[src/rtl/caravel_io_pkg.sv]
// rtl/caravel_io_pkg.sv - shared state encoding, flash command and default parameters
`timescale 1ns/1ps
package caravel_io_pkg;

  typedef enum logic [2:0] {
    PWR_WAIT = 3'd0,
    CMD      = 3'd1,
    LEN      = 3'd2,
    FETCH    = 3'd3,
    HOLD     = 3'd4,
    DONE     = 3'd5
  } state_t;

  localparam logic [7:0]  SPI_READ_CMD        = 8'h03;
  localparam logic [23:0] DEF_FLASH_BASE_ADDR = 24'h000000;
  localparam int          DEF_SCK_HALF        = 2;
  localparam int          DEF_HOLD_CYCLES     = 64;

  // Chip select stays low for the whole continuous read, including HOLD pauses.
  function automatic logic flash_selected(state_t s);
    return (s == CMD) || (s == LEN) || (s == FETCH) || (s == HOLD);
  endfunction

endpackage

[src/rtl/spi_byte_shifter.sv]
// rtl/spi_byte_shifter.sv - mode-0 SPI shifter: SCK divider, 8/32-bit MSB-first out, 8-bit in
`timescale 1ns/1ps
module spi_byte_shifter #(
  parameter int SCK_HALF = 2
) (
  input  logic        clock,
  input  logic        resetb,
  input  logic        abort,
  input  logic        start,
  input  logic        len32,
  input  logic [31:0] tx_data,
  input  logic        io1,
  output logic        sck,
  output logic        io0,
  output logic [7:0]  rx_byte,
  output logic [7:0]  rx_next,
  output logic        last_sample,
  output logic        done
);

  localparam int DW = (SCK_HALF > 1) ? $clog2(SCK_HALF) : 1;

  logic          busy;
  logic [DW-1:0] div;
  logic [5:0]    bit_cnt;
  logic [31:0]   sr;
  logic [7:0]    rx_q;
  logic          tick;

  assign tick        = busy && (div == DW'(SCK_HALF - 1));
  assign last_sample = tick && !sck && (bit_cnt == 6'd1);
  assign done        = tick && sck && (bit_cnt == 6'd1);
  assign rx_next     = {rx_q[6:0], io1};
  assign rx_byte     = rx_q;
  assign io0         = busy & sr[31];

  // Each bit is a low half (io0 settles) followed by a high half; io1 is taken on the rise.
  always_ff @(posedge clock or negedge resetb) begin
    if (!resetb) begin
      busy    <= 1'b0;
      sck     <= 1'b0;
      div     <= '0;
      bit_cnt <= '0;
      sr      <= '0;
      rx_q    <= '0;
    end else if (abort) begin
      busy    <= 1'b0;
      sck     <= 1'b0;
      div     <= '0;
      bit_cnt <= '0;
      sr      <= '0;
    end else if (start) begin
      busy    <= 1'b1;
      sck     <= 1'b0;
      div     <= '0;
      bit_cnt <= len32 ? 6'd32 : 6'd8;
      sr      <= len32 ? tx_data : {tx_data[7:0], 24'h000000};
    end else if (busy) begin
      if (tick) begin
        div <= '0;
        if (!sck) begin
          sck  <= 1'b1;
          rx_q <= rx_next;
        end else begin
          sck     <= 1'b0;
          sr      <= {sr[30:0], 1'b0};
          bit_cnt <= bit_cnt - 6'd1;
          if (bit_cnt == 6'd1) busy <= 1'b0;
        end
      end else begin
        div <= div + 1'b1;
      end
    end
  end

endmodule

[src/rtl/caravel_io_player.sv]
// rtl/caravel_io_player.sv - replays a flash-resident byte program onto mprj_io[7:0]
`timescale 1ns/1ps
module caravel_io_player
  import caravel_io_pkg::*;
#(
  parameter logic [23:0] FLASH_BASE_ADDR = DEF_FLASH_BASE_ADDR,
  parameter int          SCK_HALF        = DEF_SCK_HALF,
  parameter int          HOLD_CYCLES     = DEF_HOLD_CYCLES
) (
  input  logic        clock,
  input  logic        resetb,
  input  logic        vccd_pg,
  input  logic        vccd1_pg,
  output logic        flash_csb,
  output logic        flash_clk,
  output logic        flash_io0,
  input  logic        flash_io1,
  output logic [37:0] mprj_io,
  output logic        gpio
);

  localparam int HW = $clog2(HOLD_CYCLES + 1);

  state_t        state, state_next;
  logic          pg_ok;
  logic          csb_q;
  logic          gpio_q;
  logic [7:0]    mprj_q;
  logic [7:0]    remaining;
  logic [HW-1:0] hold_cnt;
  logic          start, len32;
  logic [31:0]   tx_data;
  logic [7:0]    rx_byte, rx_next;
  logic          last_sample, done;

  assign pg_ok = vccd_pg & vccd1_pg;

  spi_byte_shifter #(.SCK_HALF(SCK_HALF)) u_shifter (
    .clock       (clock),
    .resetb      (resetb),
    .abort       (!pg_ok),
    .start       (start),
    .len32       (len32),
    .tx_data     (tx_data),
    .io1         (flash_io1),
    .sck         (flash_clk),
    .io0         (flash_io0),
    .rx_byte     (rx_byte),
    .rx_next     (rx_next),
    .last_sample (last_sample),
    .done        (done)
  );

  // Transfers are chained back-to-back: the next one starts on the done cycle of the last.
  always_comb begin
    state_next = state;
    start      = 1'b0;
    len32      = 1'b0;
    tx_data    = '0;
    if (!pg_ok) begin
      state_next = PWR_WAIT;
    end else begin
      unique case (state)
        PWR_WAIT: begin
          state_next = CMD;
          start      = 1'b1;
          len32      = 1'b1;
          tx_data    = {SPI_READ_CMD, FLASH_BASE_ADDR};
        end
        CMD: begin
          if (done) begin
            state_next = LEN;
            start      = 1'b1;
          end
        end
        LEN: begin
          if (done) begin
            if (rx_byte == 8'd0) begin
              state_next = DONE;
            end else begin
              state_next = FETCH;
              start      = 1'b1;
            end
          end
        end
        FETCH: begin
          if (done) state_next = HOLD;
        end
        HOLD: begin
          if (hold_cnt == HW'(HOLD_CYCLES - 1)) begin
            if (remaining != 8'd0) begin
              state_next = FETCH;
              start      = 1'b1;
            end else begin
              state_next = DONE;
            end
          end
        end
        DONE:    state_next = DONE;
        default: state_next = PWR_WAIT;
      endcase
    end
  end

  always_ff @(posedge clock or negedge resetb) begin
    if (!resetb) begin
      state     <= PWR_WAIT;
      csb_q     <= 1'b1;
      gpio_q    <= 1'b0;
      mprj_q    <= '0;
      remaining <= '0;
      hold_cnt  <= '0;
    end else begin
      state    <= state_next;
      csb_q    <= !flash_selected(state_next);
      gpio_q   <= (state_next == DONE);
      hold_cnt <= ((state == HOLD) && (state_next == HOLD)) ? hold_cnt + 1'b1 : '0;
      if (!pg_ok) begin
        mprj_q    <= '0;
        remaining <= '0;
      end else if ((state == LEN) && done) begin
        remaining <= rx_byte;
      end else if ((state == FETCH) && last_sample) begin
        // Latch on the final sample so the pin moves exactly once per entry.
        mprj_q    <= rx_next;
        remaining <= remaining - 8'd1;
      end
    end
  end

  assign flash_csb = csb_q;
  assign gpio      = gpio_q;
  assign mprj_io   = {30'd0, mprj_q};

endmodule

[config.mk]
export PLATFORM = sky130hd
export DESIGN_NAME = caravel_io_player
export DESIGN_NICKNAME = d
export VERILOG_FILES = /design/src/rtl/caravel_io_pkg.sv /design/src/rtl/spi_byte_shifter.sv /design/src/rtl/caravel_io_player.sv
export SDC_FILE = /design/constraint.sdc
export NUM_CORES = 1
export LEC_CHECK = 0
export CORE_MARGIN = 5
export CORE_UTILIZATION = 53
export CTS_CLUSTER_SIZE = 30
export DETAILED_ROUTE_END_ITERATION = 8
export PLACE_DENSITY = 0.78
export SLEW_MARGIN = 10
export SYNTH_ARGS = -nofsm -noshare
export SYNTH_HDL_FRONTEND = slang
export SYNTH_SLANG_ARGS = --single-unit
[constraint.sdc]
create_clock -name clock -period 3.2 [get_ports clock]
set_input_delay 0.96 -clock clock [delete_from_list [all_inputs] [get_ports clock]]
set_output_delay 0.96 -clock clock [all_outputs]
set_load 0.01 [all_outputs]
==> results of run 1 <==
==> critical path, cell delays in order, from the launching register on <==
cell and delay [ns]:
sky130_fd_sc_hd__dfrtp_1 0.39, sky130_fd_sc_hd__inv_1 0.08, sky130_fd_sc_hd__ha_1 0.15, sky130_fd_sc_hd__or4b_1 0.53
sky130_fd_sc_hd__nor3_1 0.45, sky130_fd_sc_hd__and3_1 0.58, sky130_fd_sc_hd__xnor2_1 0.13, sky130_fd_sc_hd__a211oi_1 0.26
==> path summary, 6_finish.rpt <==
check                                           from  slack (ns)      endpoint  depth (start not counted)
worst min register to register           hold_cnt[0]        0.48   hold_cnt[0]                          1
worst max-delay path            u_shifter.bit_cnt[1]        0.54  remaining[0]                          7
max in group asynchronous                     resetb        1.99  remaining[5]                          2
worst max register to register  u_shifter.bit_cnt[1]        0.54  remaining[0]                          7
worst min-delay path                     hold_cnt[0]        0.48   hold_cnt[0]                          1
min in group asynchronous                     resetb        0.75     mprj_q[3]                          2
==> registers in the layout (all words and copies together) (netlist names), 3 cells and up <==
signal,flops
mprj_q,8
remaining,8
u_shifter.rx_byte,8
u_shifter.sr,8
hold_cnt,7
u_shifter.bit_cnt,6
state,3
==> metal layers <==
layer / vias to the layer above / global-route usage, % / routed length (µm)
met2: 71 / 27.9 / 2650
met1: 1018 / 21.6 / 2420
li1: 1013 / - / -
met5: - / 0 / 0
met4: 0 / 6.14 / 142
met3: 14 / 3.26 / 365
==> cells in the final DEF, fill, tap and decap left out, drive strengths merged, types with 4 or more instances in the layout <==
cell           instances
inv                   10
nor2                  32
buf                    6
mux2                   9
a21o                   4
ha                     4
a21oi                 20
nand4                  5
clkdlybuf4s50         15
mux2i                  9
o21ai                  6
nand3                  9
xor2                   5
dfrtp                 52
nor4                   4
nor3                  12
nand2                 31
o211ai                 4
xnor2                  8
conb                  30
clkbuf                 6
==> cells by family (layout without fill, tap and decap cells) <==
kind of cell	after synthesis	after routing	share of synthesized area (%)
AND/OR/NAND/NOR	112	112	19.5
flip-flops	53	53	46.3
buffers and inverters	52	39	11.0
AO/OA/AOI/OAI	49	49	10.8
multiplexers	18	18	6.68
XOR/XNOR	13	13	3.97
adder cells (fa/ha/maj)	4	4	1.75
other	1	30	0.131
==> report_power, final <==
group	total (µW)	switching (µW)	internal (µW)	leakage, µW
logic	56.1	44.0	12.2	0.000541
clock network	366	213	152	0.0000450
registers	680	5.89	674	0.000733
total	1100	263	838	0.00132
==> layout make-up <==
class | instances | share of cell area [%]
sequential | 53 | 43.3
inverter | 10 | 1.23
tap | 70 | 2.86
clock inverter | 2 | 0.327
clock buffer | 6 | 2.37
timing repair buffer | 21 | 6.29
multi-input combinational | 226 | 43.6
==> per-stage QoR <==
step	utilization (%)	cells	power [µW]	worst slack [ns]
floorplan	-	331	751	0.774
global placement	57.6	380	748	0.709
detailed placement	57.6	380	749	0.553
CTS	59.2	388	1110	0.524
global route	59.2	388	1160	0.320
finish	59.2	388	1100	0.541
==> results.txt, run 1 <==
- Status: finished clean
- Final setup fails: 0
- For this run, the detailed router's first-pass iteration total came to 5.
- The finished cells cover 3060 µm².
* GRT Resource Usage Total: 16.8%
- Pin count of the biggest net entering global routing: 54
- Starting Density: 55.4%
* Top-count cell post-synth: sky130_fd_sc_hd__dfrtp_1
- Portion of the clock cycle consumed by the worst path in the final layout: 83.1%
- Max cap viols: 0
- Portion of the post-synthesis area used by sequential elements: 46.3%
- RePlAce Congestion: 0.803
- Along the worst path, the maximum fanout reaches 9.
* Cell type contributing the most total cell area after synthesis: sky130_fd_sc_hd__dfrtp_1
* Post-route clock skew: 0.0164 ns
- Top post-synthesis cells by area: sky130_fd_sc_hd__dfrtp_1 45%, sky130_fd_sc_hd__buf_4 8.1%, sky130_fd_sc_hd__nor2_1 4.2%, sky130_fd_sc_hd__nand2_1 4.1%, sky130_fd_sc_hd__mux2_2 3.5%
- Clock-pin slew was measured on the worst setup and hold paths at 0.10 ns.
- The area growth from synthesis to layout is 6.81%.
- Iteration-0 DRC Markers: 168
* Final HPWL DP: 4.03 mm
- The routed layout has 2,116 vias.
* Maximum buffer depth of the clock tree: 2
- Across all hold checks on the routed design, the worst slack comes to 0.479 ns.
* Top cells by count, synth: 52 x sky130_fd_sc_hd__dfrtp_1, 32 x sky130_fd_sc_hd__nor2_1, 31 x sky130_fd_sc_hd__buf_4, 31 x sky130_fd_sc_hd__nand2_1, 20 x sky130_fd_sc_hd__a21oi_1
- Pleak: 0.00132 µW
- Number of cells upsized or downsized after cts: 0
- Clock tree from TritonCTS: done
* Initial antenna violation count: 0
- Net total in the final layout: 326
* Overflow left after global routing: 0
- After detailed routing, the number of remaining DRC violations is 0.
* Row Count: 26
* Most common flop cell mapped by yosys: sky130_fd_sc_hd__dfrtp_1
- The repair_antennas step left the layout with diodes totalling 0.
- Worst IR Drop VDD: 0.000271 V
- Buffers inserted during clock tree synthesis total 5.
* Total negative slack for setup checks: 0 ns
- Synth async-reset ratio: 100%
- DR vias/cell: 5.45
* Share of post-route cells with drive strength above 1: 8.81%
- After detailed routing, the average wire length per cell comes to 14.4 µm.
- Cell count after synthesis: 302
- Cell Pwr Density: 360 nW/µm²
- Die boundary width: 83.6 µm
- Hold Fails Final Rpt: 0
- Flip-flop and latch count after synthesis: 53
- FILL cells: 468
* I/O pin count: 47
- At the pin with the least slew margin, the transition time is 0.657 ns.
- The count of nets left with antenna violations once routing finished came out at 0.
- After clock tree synthesis, the flow added hold-fix buffers numbering 0.
- A synthesized cell averages 9.50 µm².
- Kind of start point of the critical path: flip-flop
- CTS built an H-tree with a depth of 2.
- Required time of the critical path: 3.42 ns
* Top-area cell type share of the netlist area: 45.4%
- Die area: 6980 µm²
- Number of pins with negative max-slew slack in the final report: 0
* Worst hold-check path type: reg -> reg
- Summing all placed instances gives a cell area of 2980 µm².
* Total Routed Length: 5.57 mm
- Counting every sink on the clock net gives 53.
* Clock latency reported for the late side of the worst-skew pair: 0.31 ns
- Summed instance area of the synthesized netlist: 2870 µm²
- Shortest clock period the worst path allows after layout: 2.66 ns
- The critical path is of the reg -> reg type.
- Via count of the first global-routing pass: 2,020
- Syn. warnings: 0
- Input and output buffers added on the ports amount to 16.
* Crit path capture type: flip-flop
* Clock tree root buffer cell: sky130_fd_sc_hd__clkbuf_8
- The worst pin sits at a relative slew slack of 56.2%.
* Data arrival, critical path: 2.88 ns
- Based on the critical path, the design can be clocked at up to 0.376 GHz.
- Wire length of the first global-routing pass: 9.65 mm
- Registers take 1330 µm².
- The synthesized netlist contains 46 unique library cells.
- In the final layout, the multi-input gates occupy 1340 µm².
- In this run the standard cell core region covers 5170 µm².
- Setup repair after global routing left no endpoint under its margin.
* Height of the die: 83.6 µm
- Post-CTS timing repair inserted 0 buffers for setup.
* Number of enable-type register cells in the synthesized netlist: 0
Power figures use the tool's default switching activity.
==> run 2: changes to the inputs <==
Settings changed: CORE_UTILIZATION 53 to 48, PLACE_DENSITY 0.78 to 0.75.
Clock period 3.2 ns to 2.21 ns, I/O delays scaled along.
==> results.txt, run 2 (synthesized netlist as in run 1, its figures left out) <==
* Status: finished clean
- Compared with the post-synthesis result, the final layout area differs by 21.9%.
- Cell Pwr Density: 508 nW/µm²
- During placement, the flow inserted port buffers numbering 16.
- In this run the worst path has a maximum fanout of 8.
- H-tree depth: 2
* Via count of the first global-routing pass: 2,226
* Worst hold-check path type: in -> async
- The count of pins over their slew limit came to 0.
- Required time of the critical path: 2.42 ns
- The total area inside the core boundary comes to 5850 µm².
- Measured along the y axis, the die boundary spans 87.3 µm.
- Final setup slack of the worst path: 0.0268 ns
* Total Routed Length: 6.26 mm
* Clock edge transition at the registers on the reported setup and hold paths: 0.11 ns
- After routing, the total negative slack on setup checks comes to 0 ns.
* Share of post-route cells with drive strength above 1: 23.9%
- Total Power Consumption: 1770 µW
* GRT Resource Usage Total: 16.8%
- Max cap viols: 0
* Starting Density: 49.0%
- Maximum buffer depth of the clock tree: 2
- 0 antenna diodes ended up in the layout.
- The congestion estimate from routability-driven global placement came to 0.891.
- The library cell used most frequently in the layout, excluding fill and tap cells, is sky130_fd_sc_hd__dfrtp_1.
- Data arrival, critical path: 2.40 ns
* Cell Chain, Critical Path: ha_4 -> or4b_4 -> nor4_4 -> a222oi_1 -> buf_4 -> nand3_4 -> mux2_2
- For this block, the via count after detailed routing is 2,255.
- Initial antenna violation count: 0
- The slowest stage of the critical path belongs to the cell sky130_fd_sc_hd__or4b_4.
- Shortest clock period the worst path allows after layout: 2.18 ns
- Die area: 7620 µm²
* Hold Fails Final Rpt: 0
- Once detail routing completed, the nets flagged for antenna violations numbered 0.
* Number of buffers inserted during clock tree synthesis: 5
- Worst slew margin: 65.4%
- For this run, the top clock speed supported by timing is 0.458 GHz.
- Kind of start point of the critical path: flip-flop
- Setup violations remaining at the end of the flow were counted as 0.
* Worst IR Drop VDD: 0.000399 V
- The worst setup path is captured at a flip-flop.
* Worst slew pin tran: 0.519 ns
- After global routing the overflow that remains totals 0.
- On the final layout, the worst clock skew is 0.0114 ns.
- Clock tree root buffer cell: sky130_fd_sc_hd__clkbuf_8
- The pre-antenna-repair detailed-routing pass consisted of 6 iterations.
- In this run the horizontal extent of the chip is 87.3 µm.
- Once detailed placement completed, the half-perimeter wirelength came to 4.35 mm.
- Clock latency reported for the late side of the worst-skew pair: 0.31 ns
- For this design, the sink count on the clock tree is 53.
- TritonCTS built the clock tree.
- In the layout the commonest cells are 51 x sky130_fd_sc_hd__dfrtp_1, 32 x sky130_fd_sc_hd__nor2_1, 30 x sky130_fd_sc_hd__nand2_1, 30 x sky130_fd_sc_hd__conb_1, 29 x sky130_fd_sc_hd__buf_4.
* Iteration-0 DRC Markers: 175
* Worst hold-check slack: 0.303 ns
* Slowest stage delay, CP: 0.51 ns
- In this run the static leakage power is 0.00150 µW.
* Unrepaired setup endpoints after global routing: yes
- Portion of the clock cycle consumed by the worst path in the final layout: 98.8%
* Wire length of the first global-routing pass: 10.3 mm
* Worst setup slack before clock tree synthesis: -0.0938 ns
- DRC viols: 0
- In this run the core area contains 28 standard-cell rows.
- DR vias/cell: 5.33
- Dividing the detail-routed wire length by the instance count gives 14.8 µm.
- Pin count of the biggest net entering global routing: 33
- The critical path in this run is classified as reg -> reg.
- Net total in the final layout: 356
- I/O pin count: 47
[run 2: cell types whose count changed in the layout (fill, tap and decap cells not counted), moves of 3 or more]
cell,before,now
sky130_fd_sc_hd__buf_4,5,29
sky130_fd_sc_hd__a21oi_1,20,14
sky130_fd_sc_hd__a21oi_2,0,6
sky130_fd_sc_hd__buf_6,0,4
sky130_fd_sc_hd__a211oi_1,3,0
sky130_fd_sc_hd__a211oi_2,0,3
[run 2: critical path: cells and delay by family (launching register included)]
kind	cells	cell delay (ns)
AND/OR/NAND/NOR	3	0.83
flip-flops	1	0.45
multiplexers	1	0.35
buffers and inverters	1	0.17
adder cells (fa/ha/maj)	1	0.16
AO/OA/AOI/OAI	1	0.12
[run 2: worst paths after layout]
kind,slack (ns),endpoint,from,cells past startpoint
worst max-delay path,0.03,u_shifter.rx_byte[1],u_shifter.bit_cnt[0],7
worst min-delay path,0.30,mprj_q[7],resetb,1
worst max register to register,0.03,u_shifter.rx_byte[1],u_shifter.bit_cnt[0],7
worst min register to register,0.49,hold_cnt[0],hold_cnt[0],1
max in group asynchronous,1.35,u_shifter.bit_cnt[3],resetb,2
min in group clock,0.49,hold_cnt[0],hold_cnt[0],1
[run 2: cell type report]
cell class	instances	area, µm²
Sequential cell	53	1330
Fill cell	496	2350
Clock buffer	5	68.8
Multi-Input combinational cell	226	1460
Timing Repair Buffer	51	458
Inverter	10	37.5
Tap cell	75	93.8
Clock inverter	3	47.5
[run 2: through the flow]
step / cell area [µm²] / std cells / util [%]
global placement: 3200 / 408 / 54.7
floorplan: 2990 / 331 / -
CTS: 3360 / 418 / 57.5
detailed placement: 3200 / 408 / 54.7
global route: 3500 / 423 / 59.8
finish: 3500 / 423 / 59.8
[run 2: where the power goes]
| part | internal [µW] | leakage (µW) | switching, µW |
|---|---|---|---|
| Clock | 346 | 0.0000591 | 351 |
| Sequential | 976 | 0.000731 | 7.43 |
| Combinational | 24.6 | 0.000712 | 69.8 |
[run 2: layer usage]
metal | vias to the layer above | share of wire, % | GRT usage (%)
met1 | 1124 | 45 | 21.3
met3 | 9 | 4.7 | 4.07
met2 | 52 | 49 | 28.3
met4 | 0 | 0.77 | 4.88
met5 | - | 0 | 0
li1 | 1070 | - | -
[run 2: timing repair]
| action | in CTS | in global routing |
|---|---|---|
| endpoints found under the setup margin | 31 | 47 |
| setup buffers | 2 | 5 |
| hold buffers | 0 | 0 |
| gates resized for setup | 7 | 26 |
| pin swaps | 4 | 5 |
| gates cloned | 0 | 0 |
